`config.mk`:
```
export PLATFORM = sky130hd
export DESIGN_NAME = image_proc_ctrl
export DESIGN_NICKNAME = d
export VERILOG_FILES = /design/src/rtl/img_ctrl_pkg.sv /design/src/rtl/sw_debounce.sv /design/src/rtl/image_proc_ctrl.sv
export SDC_FILE = /design/constraint.sdc
export NUM_CORES = 1
export LEC_CHECK = 0
export ABC_AREA = 1
export CAP_MARGIN = 15
export CORE_MARGIN = 2
export CORE_UTILIZATION = 45
export CTS_CLUSTER_DIAMETER = 150
export DETAILED_ROUTE_END_ITERATION = 10
export MAX_ROUTING_LAYER = met4
export PLACE_DENSITY = 0.76
export SLEW_MARGIN = 20
export SYNTH_ARGS = -nofsm -noshare
export SYNTH_HDL_FRONTEND = slang
export SYNTH_SLANG_ARGS = --single-unit
```
`constraint.sdc`:
```
create_clock -name iCLK -period 1.5 [get_ports iCLK]
set_clock_uncertainty 0.15 [all_clocks]
set_input_delay 0.15 -clock iCLK [delete_from_list [all_inputs] [get_ports iCLK]]
set_output_delay 0.15 -clock iCLK [all_outputs]
set_load 0.005 [all_outputs]
```
`src/rtl/img_ctrl_pkg.sv`:
```
// Shared types and constants for the image pipeline mode controller.
package img_ctrl_pkg;

  localparam int   COORD_W   = 11;
  localparam logic MODE_VERT = 1'b0;
  localparam logic MODE_HORZ = 1'b1;

  typedef enum logic [1:0] {
    WAIT_SOF = 2'd0,
    ACTIVE   = 2'd1,
    FLUSH    = 2'd2
  } ctrl_state_t;

endpackage

```
`src/rtl/sw_debounce.sv`:
```
// Two-flop synchroniser followed by a stability counter; a new level is accepted
// only after DEBOUNCE_CYC consecutive differing samples. Reusable for any board switch.
module sw_debounce #(
  parameter int DEBOUNCE_CYC = 16
) (
  input  logic iCLK,
  input  logic iRST,
  input  logic iSW,
  output logic oSTABLE
);

  localparam int CW = (DEBOUNCE_CYC > 2) ? $clog2(DEBOUNCE_CYC) : 1;
  localparam logic [CW-1:0] CNT_LAST = CW'(DEBOUNCE_CYC - 1);

  logic          sync_1;
  logic          sw_sync;
  logic [CW-1:0] cnt;

  always_ff @(posedge iCLK) begin
    if (iRST) begin
      sync_1  <= 1'b0;
      sw_sync <= 1'b0;
      cnt     <= '0;
      oSTABLE <= 1'b0;
    end else begin
      sync_1  <= iSW;
      sw_sync <= sync_1;
      if (sw_sync == oSTABLE) begin
        cnt <= '0;
      end else if (cnt == CNT_LAST) begin
        oSTABLE <= sw_sync;
        cnt     <= '0;
      end else begin
        cnt <= cnt + CW'(1);
      end
    end
  end

endmodule

```
`src/rtl/image_proc_ctrl.sv`:
```
// Frame-synchronous convolution direction controller: mode changes only at a SOF
// reached after a full drain. Optional frame counter under IMG_CTRL_FRAME_CNT_EN.
//
// state    | meaning
// WAIT_SOF | idle between frames; next SOF latches the debounced mode
// ACTIVE   | frame in flight, mode frozen
// FLUSH    | pipeline draining after EOF for FLUSH_CYC cycles
module image_proc_ctrl
  import img_ctrl_pkg::*;
#(
  parameter int H_ACTIVE     = 640,
  parameter int V_ACTIVE     = 480,
  parameter int DEBOUNCE_CYC = 16,
  parameter int FLUSH_CYC    = 8
) (
  input  logic               iCLK,
  input  logic               iRST,
  input  logic               iSW_MODE,
  input  logic               iDVAL,
  input  logic [COORD_W-1:0] iX_Cont,
  input  logic [COORD_W-1:0] iY_Cont,
  output logic               oMODE,
  output logic               oMODE_CHG,
  output logic               oBUSY
`ifdef IMG_CTRL_FRAME_CNT_EN
  ,
  output logic [15:0]        oFRAME_CNT
`endif
);

  localparam int FW = (FLUSH_CYC > 2) ? $clog2(FLUSH_CYC) : 1;
  localparam logic [FW-1:0]      FLUSH_LAST = FW'(FLUSH_CYC - 1);
  localparam logic [COORD_W-1:0] X_LAST     = COORD_W'(H_ACTIVE - 1);
  localparam logic [COORD_W-1:0] Y_LAST     = COORD_W'(V_ACTIVE - 1);

  ctrl_state_t   state, state_nxt;
  logic [FW-1:0] flush_cnt, flush_nxt;
  logic          mode_nxt;
  logic          chg_nxt;
  logic          sw_stable;
  logic          sof, eof;

  sw_debounce #(
    .DEBOUNCE_CYC(DEBOUNCE_CYC)
  ) u_deb (
    .iCLK   (iCLK),
    .iRST   (iRST),
    .iSW    (iSW_MODE),
    .oSTABLE(sw_stable)
  );

  assign sof = iDVAL && (iX_Cont == '0)    && (iY_Cont == '0);
  assign eof = iDVAL && (iX_Cont == X_LAST) && (iY_Cont == Y_LAST);

  always_comb begin
    state_nxt = state;
    flush_nxt = flush_cnt;
    mode_nxt  = oMODE;
    chg_nxt   = 1'b0;
    case (state)
      WAIT_SOF: begin
        if (sof) begin
          state_nxt = ACTIVE;
          mode_nxt  = (sw_stable == MODE_HORZ) ? MODE_HORZ : MODE_VERT;
          chg_nxt   = (mode_nxt != oMODE);
        end
      end
      ACTIVE: begin
        // EOF wins over SOF, so a truncated restart never skips the drain
        if (eof) begin
          state_nxt = FLUSH;
          flush_nxt = FLUSH_LAST;
        end
      end
      FLUSH: begin
        if (sof) begin
          state_nxt = ACTIVE;
        end else if (flush_cnt == '0) begin
          state_nxt = WAIT_SOF;
        end else begin
          flush_nxt = flush_cnt - FW'(1);
        end
      end
      default: state_nxt = WAIT_SOF;
    endcase
  end

  always_ff @(posedge iCLK) begin
    if (iRST) begin
      state     <= WAIT_SOF;
      flush_cnt <= '0;
      oMODE     <= MODE_VERT;
      oMODE_CHG <= 1'b0;
      oBUSY     <= 1'b0;
    end else begin
      state     <= state_nxt;
      flush_cnt <= flush_nxt;
      oMODE     <= mode_nxt;
      oMODE_CHG <= chg_nxt;
      oBUSY     <= (state_nxt != WAIT_SOF);
    end
  end

`ifdef IMG_CTRL_FRAME_CNT_EN
  logic frame_inc;
  assign frame_inc = (state == ACTIVE) && eof;

  always_ff @(posedge iCLK) begin
    if (iRST) begin
      oFRAME_CNT <= '0;
    end else if (frame_inc) begin
      oFRAME_CNT <= oFRAME_CNT + 16'd1;
    end
  end
`endif

endmodule

```
== Word level (Yosys, flattened, before mapping) ==
Index checks and enable logic that the tools add are counted.

* Register bits after elaboration: 15

* Reductions and logical operators: 15
* Eq/ne operators: 10
* Multiplexer cells: 10
* Bitwise operators: 3
* Add/sub/neg operators: 2

{| class="wikitable"
|+ Operators with widths
! cell !! number
|-
| logical NOT 11 bit || 2
|-
| == test 11 x 10 -> 1 bit (second input constant) || 1
|-
| == test 11 x 9 -> 1 bit (second input constant) || 1
|-
| two-way mux 3 bit || 3
|-
| two-way mux 2 bit || 4
|-
| != test 2 bit (second input constant) || 3
|-
| case mux 2 bit (3 select lines) || 1
|-
| case mux 3 bit (2 select lines) || 1
|-
| OR reduction 3 bit || 2
|-
| adder 4 x 1 -> 4 bit (second input constant) || 1
|-
| == test 4 bit (second input constant) || 1
|-
| logical AND 1 bit || 4
|-
| AND reduction 2 bit || 2
|-
| AND reduction 4 bit || 1
|-
| nonzero test 2 bit || 2
|-
| logical NOT 3 bit || 1
|-
| inverter 1 bit || 3
|-
| subtractor 3 x 1 -> 3 bit (second input constant) || 1
|-
| == test 2 x 1 -> 1 bit (second input constant) || 1
|-
| == test 2 bit (second input constant) || 1
|-
| logical NOT 2 bit || 1
|-
| == test 1 bit || 1
|-
| two-way mux 1 bit || 1
|-
| != test 1 bit || 1
|}

== Logic depth before layout (Yosys ltp) ==
Gate-level depths: netlist (run 1).

* Depth after elaboration: 6
* Gate-level depth with buffers: 10
* Gate-level depth less buffers: 10

== Hierarchy ==
A second synthesis (run 1) with hierarchy kept.

* Cell total of the unflattened synthesis: 159
* Area, all modules: 949.7 sq um

{| class="wikitable"
|+ Modules (own cells, without submodules)
! module !! cells each !! instances !! area an instance (sq um)
|-
| image_proc_ctrl || 125 || 1 || 678.2
|-
| sw_debounce || 34 || 1 || 271.5
|}

== Worst setup path before layout (run 1) ==
OpenSTA, ideal clock, no wires.

* Path type: reg-to-reg
* From: register flush_cnt[0]
* To: register flush_cnt[0]
* Cell stages (with the launch flop): 7
* Period minus slack after synthesis: 1.273 ns
* Setup slack: 0.227 ns
* Arrival time: 1.007 ns
* Library setup time: 0.116 ns
* Required time: 1.234 ns
* Buffers on the path: 0
* Cells stage by stage: dfxtp_1 -> inv_1 -> ha_1 -> a21oi_1 -> nand2_2 -> o21ai_0 -> nor2_1

* Longest elaborated chain between the ends: 4

{| class="wikitable"
|+ RTL lines
! element !! line !! RTL
|-
| start: declaration || image_proc_ctrl.sv:37 || <nowiki>logic [FW-1:0] flush_cnt, flush_nxt;</nowiki>
|-
| start signal: assignment || image_proc_ctrl.sv:97 || <nowiki>flush_cnt <= flush_nxt;</nowiki>
|-
| subtractor 3 x 1 -> 3 bit || image_proc_ctrl.sv:81 || <nowiki>flush_nxt = flush_cnt - FW'(1);</nowiki>
|-
| two-way mux 3 bit || image_proc_ctrl.sv:78 || <nowiki>end else if (flush_cnt == '0) begin</nowiki>
|-
| two-way mux 3 bit || image_proc_ctrl.sv:76 || <nowiki>if (sof) begin</nowiki>
|-
| case mux 3 bit (2 select lines) || image_proc_ctrl.sv:60 || <nowiki>case (state)</nowiki>
|}

Parallel ways exist; a longest one is shown, timed or not. The select of a mux whose other input is x is not followed.
A chain may end at the register's enable or synchronous reset.

== Worst setup path after layout (run 1) ==
* From: register oMODE
* To: output oMODE

{| class="wikitable"
|+ RTL lines
! element !! line !! RTL
|-
| start: declaration || image_proc_ctrl.sv:22 || <nowiki>output logic oMODE,</nowiki>
|-
| start signal: assignment || image_proc_ctrl.sv:98 || <nowiki>oMODE <= mode_nxt;</nowiki>
|}

No word-level cell between the ends.

==> results.txt, run 1 <==
The largest driver fanout on the critical path came out at 3. The worst register-to-register path ends at flush_cnt[1]. The routed via count came out at 1,003. The worst hold path passes through 8 cells. The worst-case reg-to-reg path depth is 7. STA classifies the critical path startpoint as a register.

The vertical extent of the die is 48.7 microns. The type of destination of the critical path is a primary output. The final worst-path cycle share is 0.952. The critical path goes through clkdlybuf4s50_1. Broken down by cell family, the worst path's largest delay share belongs to buffers and inverters. The TritonCTS sink count came out at 15. The die covers 0.00237 sq mm. The switching power is 0.000164 W. The portion of the post-synthesis area used by sequential elements came out at 0.334. The run finished with clean final reports.

The via count of the first global-routing pass came to 940. The TritonCTS buffer count came out at 3. The max-slew violation count is 0. The repair_antennas step left the layout with diodes totalling 0. The mean instance size in the synthesized netlist came out at 6.08 sq um. The violation count after the first detailed-route iteration is 17. Buffers inserted to repair hold after CTS numbered 0.

The number of buffers on the longest clock path came out at 2. The first detailed-routing pass took 4 iterations. The post-synthesis net count is 177. For this run, design rule violations remaining after detail routing come to 0.

The sum of net half-perimeters after detailed placement came out at 1730 microns. The maximum number of pins on one net before global-route repair came out at 9. Counting distinct cell types in the post-synthesis netlist gives 17. Routability-driven placement finished with a final weighted congestion of 0.836.

For the worst setup path, the data required time is 1.20 ns. The clock network power share is 0.288. The count of nets after finishing came out at 217. The slew at the pin closest to its max-slew limit is 0.251 ns. The I/O pin count came out at 29.

The number of vias per cell after detailed routing came out at 4.69. The first global-routing pass estimated 3710 microns of wire. The internal reg-to-reg setup slack is 0.09 ns. The post-CTS clock slew at the launch and capture registers of the worst setup and hold paths came out at 0.08 ns. The number of standard cells in the layout, taps in and fillers out came out at 214.

The tightest min-delay check is of the in2reg type. During placement, the flow inserted port buffers numbering 28. For this design the ratio of total power to cell area is 556 mW/mm^2. The source of the worst hold timing path is iX_Cont[8]. Across the VDD grid, the largest voltage drop is 745 uV. Across the run, the number of max-cap violations was 0. The final hold violation count is 0.

The share of power burned in registers came out at 0.542. The synthesis-to-finish area growth is 48.5%. The starting utilization of the core area is 0.468. The critical-path cell with the highest stage delay is sky130_fd_sc_hd__clkdlybuf4s50_1. The filler cells instantiated in the layout total 188. Row generation in the floorplan step produced 16 rows. After synthesis the netlist holds a flip-flop and latch count of 15. Clock latency on the worst-skew pair, taken at its later pin, is 0.27 ns.

After synthesis the cells add up to 900 sq um. The combined buffer and inverter count along the critical path came out at 1. The total wire length after detailed routing came out at 2130 microns.

The post-placement setup slack came out at -0.160 ns. The count of antenna-violating nets left after detailed routing is 0. Including well taps, the total number of placed cells is 210.

The cell at the root of the clock tree is sky130_fd_sc_hd__clkbuf_4. The upper clock frequency limit came out at 0.700 GHz. The part of the total power dissipated in combinational logic came out at 0.170.

For this run, the number of Yosys warnings is 0. Setup violations remaining at the end of the flow were counted as 0. The count of H-tree levels built during CTS is 1.

The worst hold slack after final layout is 0.224 ns. TritonCTS built the clock tree. The die width came out at 48.7 microns. The post-detailed-route wirelength per cell is 9.95 microns.

After global routing the overflow that remains totals 0. The floorplan step defined a core boundary enclosing 0.00192 sq mm. The internal portion of the total power is 0.000579 W. The static leakage power is 0.568 nW.

The number of standard cells after synthesis is 148. The worst register-to-register path begins at flush_cnt[0]. The number of antenna violations at the first check in global routing is 0. The largest single stage delay on the critical path is 0.51 ns. At the worst endpoint, the arrival time is 1.13 ns.

For the finished layout, the period the worst path requires is 1.43 ns. The worst pin sits at a relative slew slack of 0.832. The share of the core filled with cells is 0.695.

The type of the setup path with the least slack is reg2out. Of the total power, the share spent switching nets is 0.220. For this run, the total global-route usage over all layers was measured as 0.200. The share of final-layout standard cells stronger than drive strength 1 is 0.144. After layout, the worst setup slack is 0.0719 ns. For hold timing, the worst endpoint is oMODE_CHG.
through the flow:
stage | power [W] | cell area, sq um | TNS (ns)
after global placement | 0.000533 | 1270 | -0.665
after floorplan | 0.000447 | 900 | 0
after detailed placement | 0.000536 | 1270 | -0.957
final | 0.000743 | 1340 | 0
after global routing | 0.000786 | 1340 | -0.0592
after CTS | 0.000751 | 1290 | 0
worst max path at each step:
stage,start,endpoint,cells past startpoint
floorplan,flush_cnt[0],flush_cnt[0],6
global placement,iX_Cont[4],oBUSY,9
detailed placement,iX_Cont[2],flush_cnt[2],9
CTS,flush_cnt[0],flush_cnt[1],7
global route,iY_Cont[6],oBUSY,9
finish,oMODE,oMODE,1
cell usage after synthesis:
master                     n  area (sq um)
sky130_fd_sc_hd__nor2_1   42           158
sky130_fd_sc_hd__a21oi_1   7          35.0
sky130_fd_sc_hd__or2_1     1          6.26
sky130_fd_sc_hd__and2_0    1          6.26
sky130_fd_sc_hd__nand3_2   2          20.0
sky130_fd_sc_hd__inv_1    21          78.8
sky130_fd_sc_hd__o21ai_0   4          20.0
sky130_fd_sc_hd__nor2_2    3          18.8
sky130_fd_sc_hd__nand2_1  30           113
sky130_fd_sc_hd__nand3_1   8          40.0
sky130_fd_sc_hd__nand4_1   4          25.0
sky130_fd_sc_hd__inv_2     2          7.51
sky130_fd_sc_hd__nand2_2   1          6.26
sky130_fd_sc_hd__nor3_1    2          10.0
sky130_fd_sc_hd__ha_1      3          37.5
sky130_fd_sc_hd__dfxtp_1  15           300
sky130_fd_sc_hd__xor2_1    2          17.5
kinds of logic (layout without fill, tap and decap cells):
kind of cell / count (synthesis) / in the layout / share of synthesized area
simple gates: 94 / 94 / 0.448
fa+ha+maj: 3 / 3 / 0.0417
xor+xnor: 2 / 2 / 0.0195
flops: 15 / 15 / 0.334
buf+inv: 23 / 62 / 0.0960
compound gates: 11 / 11 / 0.0612
power by group through the flow:
stage / sequential (W) / clock (W) / combinational [W]
6_report: 0.000403 / 0.000214 / 0.000126
5_1_grt: 0.000403 / 0.000240 / 0.000142
3_3_place_gp: 0.000412 / 0 / 0.000121
3_5_place_dp: 0.000412 / 0 / 0.000124
2_1_floorplan: 0.000412 / 0 / 0.0000353
4_1_cts: 0.000403 / 0.000223 / 0.000125
what timing repair did:
item	CTS	global route
hold endpoints to repair	0	0
buffers inserted	0	0
endpoints found under the setup margin	0	4
resized for setup	0	14
cell type report:
cell class / count / area, sq um / area share
sequential: 15 / 302 / 0.226
multi-input combinational: 110 / 551 / 0.412
clock buffer: 4 / 26.3 / 0.0197
tap: 27 / 33.8 / 0.0253
inverter: 23 / 86.3 / 0.0646
timing repair buffer: 35 / 338 / 0.253
layout by cell type (no fill, tap or decap), types with 3 or more instances in the layout:
cell	instances
sky130_fd_sc_hd__nor2_1	37
sky130_fd_sc_hd__nand2_1	30
sky130_fd_sc_hd__clkdlybuf4s50_1	26
sky130_fd_sc_hd__inv_1	21
sky130_fd_sc_hd__dfxtp_1	14
sky130_fd_sc_hd__nand3_1	7
sky130_fd_sc_hd__nor2_2	7
sky130_fd_sc_hd__buf_4	7
sky130_fd_sc_hd__a21oi_1	5
sky130_fd_sc_hd__nand4_1	4
sky130_fd_sc_hd__o21ai_0	3
sky130_fd_sc_hd__ha_1	3
sky130_fd_sc_hd__clkbuf_4	3
metal layers:
layer	vias to the layer above	GRT usage	routed length, microns
met5	-	-	0
met4	0	0.0238	12
met3	2	0.0679	95
met2	18	0.354	1100
met1	448	0.224	926
li1	535	-	-
sequential cells by signal (all words and copies together), names as in the netlist:
register and cells:
oMODE 1, oMODE_CHG 1, u_deb.oSTABLE 1, u_deb.cnt 4, state 2, u_deb.sync_1 1
u_deb.sw_sync 1, flush_cnt 3, oBUSY 1
(Power assumes the default switching activity.)
==> run 2: changes to the inputs <==
Settings changed: CORE_ASPECT_RATIO from default to 1.2.
==> results.txt, run 2 (same netlist as run 1, synthesis figures left out) <==
The die width came out at 44.8 microns (-8.0%). The power density of the placed cells is 588 mW/mm^2 (+5.8%). Grouping stages by cell kind, the critical path spends the most delay in buffers and inverters. The number of cell rows came out at 17 (+1).

The worst max-slew margin expressed relative to the limit came to 0.852 (+0.0202). The overflow left after global routing came out at 0 (unchanged). The worst min-delay path endpoint is state[0].

The total wire length after detailed routing is 2010 microns (-5.4%). The number of buffers added to fix hold violations after cts is 0 (unchanged). The number of cells after detailed placement is 198 (-5.7%). The critical-path cell with the highest stage delay is sky130_fd_sc_hd__clkdlybuf4s50_1. The final weighted congestion of routability-driven global placement is 0.766 (-8.3%). The max-capacitance violation count was 0 (unchanged).

The type of destination of the critical path is a primary output. Setup repair after global routing left no endpoint under its margin. The count of nets after finishing came out at 214 (-1.4%). The smallest setup slack after layout came out at 0.0560 ns (-0.0158 ns).

The delay of the slowest cell on the worst path came out at 0.50 ns (about the same). The library cell used most frequently in the layout, excluding fill and tap cells, is sky130_fd_sc_hd__nor2_1. The count of antenna-violating nets left after detailed routing came out at 0 (unchanged). TritonCTS built the clock tree. The I/O pin count is 29 (unchanged). The number of vias per cell after detailed routing came to 4.70 (+0.27%). In this run the critical register-to-register path is captured at state[1]. More flip-flops sit in one register than any other, and that register is u_deb.cnt. The first-pass GRT wire length came out at 3310 microns (-11%). The global router's overall resource usage came to 0.197 (-0.00273). The number of standard cells in the layout, taps in and fillers out is 203 (-5.1%).

The critical path goes through clkdlybuf4s50_1. The die outline area is 0.00237 sq mm (about the same). The final worst-path cycle share is 0.963 (+0.0105). The upper clock frequency limit came to 0.693 GHz (-1.1%). The maximum number of pins on one net before global-route repair is 9 (unchanged).

The source of the worst register-to-register timing path is flush_cnt[0]. The TritonCTS buffer count was 3 (unchanged). The worst hold slack after final layout came out at 0.225 ns (+0.000694 ns). The clock insertion delay at the later pin of the skew report is 0.29 ns (+0.02 ns).

The routed via count came out at 954 (-4.9%). The count of port buffers added during placement is 28 (unchanged). The slew at the pin closest to its max-slew limit is 0.222 ns (-0.0297 ns). The number of design rule violations left after detail routing came out at 0 (unchanged). Leaving out fill and tap cells, the most frequent cells in the layout are sky130_fd_sc_hd__nor2_1 (38), sky130_fd_sc_hd__nand2_1 (30), sky130_fd_sc_hd__clkdlybuf4s50_1 (26).

The number of buffers on the longest clock path is 2 (unchanged). The iteration count of the initial detailed-routing pass came out at 4 (unchanged). The area growth from synthesis to layout is 43.5%. The flow ran to the end, and the final reports show no timing, DRC or antenna violations.

The arrival time at the worst endpoint came out at 1.14 ns (about the same). The worst hold path belongs to the class in2reg. The highest ir drop seen on vdd is 606 uV (-19%).

The data required time of the critical path is 1.20 ns (about the same). The final setup violation count is 0 (unchanged). The largest driver fanout on the critical path was 3 (unchanged). The post-placement setup slack is -0.218 ns (-0.0575 ns). The number of antenna violations at the first check in global routing is 0 (unchanged). The power after layout came out at 0.000759 W (+2.2%).

The post-detailed-route wirelength per cell is 9.92 microns (-0.28%). The worst setup path is of the reg2out kind. The source of the worst hold timing path is iX_Cont[5]. The cell at the root of the clock tree is sky130_fd_sc_hd__clkbuf_4. The clock period minus worst slack came out at 1.44 ns (+0.0158 ns). The placeable core region is 0.00187 sq mm (-2.6%). The count of H-tree levels built during CTS is 1 (unchanged). The TritonCTS sink count is 15 (unchanged).

The vertical extent of the die came out at 53.0 microns (+8.8%). The share of final-layout standard cells stronger than drive strength 1 came out at 0.125 (-0.0194). The starting utilization of the core area came out at 0.481 (+0.0125). The sum of net half-perimeters after detailed placement is 1630 microns (-6.1%).

The total negative slack for setup checks is 0 ns (unchanged). The internal reg-to-reg setup slack is 0.11 ns (+0.02 ns). The combined buffer and inverter count along the critical path is 1 (unchanged).

The worst-case reg-to-reg path depth came out at 6 (-1). The final hold violation count came to 0 (unchanged). The worst hold path cell count is 6 (-2). The number of flip-flops in the largest register came out at 4 (unchanged). The antenna diode count came out at 0 (unchanged). STA classifies the critical path startpoint as a register. The post-CTS clock slew at the launch and capture registers of the worst setup and hold paths is 0.09 ns (about the same). The violation count after the first detailed-route iteration came to 29 (+12). The via count of the first global-routing pass came out at 868 (-7.7%). The max-slew violation count came out at 0 (unchanged). The largest registers in the layout are u_deb.cnt: 4 flops, flush_cnt: 3 flops, state: 2 flops. The static leakage power is 0.556 nW (-2.1%).
-- run 2: cell types whose count changed in the layout (fill, tap and decap cells not counted), sizes merged --
cell | before | now
buf | 7 | 4
-- run 2: layout make-up --
cell class	instances	area, sq um
Clock buffer	4	26.3
Fill cell	173	581
Inverter	23	86.3
Multi-Input combinational cell	110	537
Sequential cell	15	303
Tap cell	19	23.8
Timing Repair Buffer	32	315
-- run 2: repair_timing --
item	4_1_cts	5_1_grt
buffers inserted	0	1
endpoints found under the setup margin	0	5
gates resized for setup	0	12
-- run 2: stage by stage --
step	utilization	area, sq um
3_5_place_dp	0.655	1230
3_3_place_gp	0.655	1230
6_report	0.690	1290
5_1_grt	0.690	1290
4_1_cts	0.669	1250
2_1_floorplan	-	900
-- run 2: layer usage --
layer | global-route usage | vias to the layer above | routed length (microns)
li1 | - | 528 | -
met5 | - | - | 0
met4 | 0.0735 | 0 | 29
met3 | 0.0512 | 5 | 71
met1 | 0.209 | 407 | 882
met2 | 0.348 | 14 | 1030
-- run 2: where the power goes --
group | internal [W] | total (W) | switching, W | leakage (nW)
Clock | 0.000103 | 0.000230 | 0.000127 | 0.0150
Sequential | 0.000401 | 0.000403 | 0.00000155 | 0.122
Combinational | 0.0000767 | 0.000127 | 0.0000500 | 0.418
-- run 2: worst max-delay path by stage --
| stage | endpoint | cells past startpoint | start |
|---|---|---|---|
| after floorplan | flush_cnt[0] | 6 | flush_cnt[0] |
| after global placement | flush_cnt[1] | 8 | iY_Cont[1] |
| after detailed placement | flush_cnt[0] | 9 | iX_Cont[4] |
| after CTS | oMODE | 1 | oMODE |
| after global routing | oBUSY | 9 | iX_Cont[6] |
| final | oMODE | 1 | oMODE |
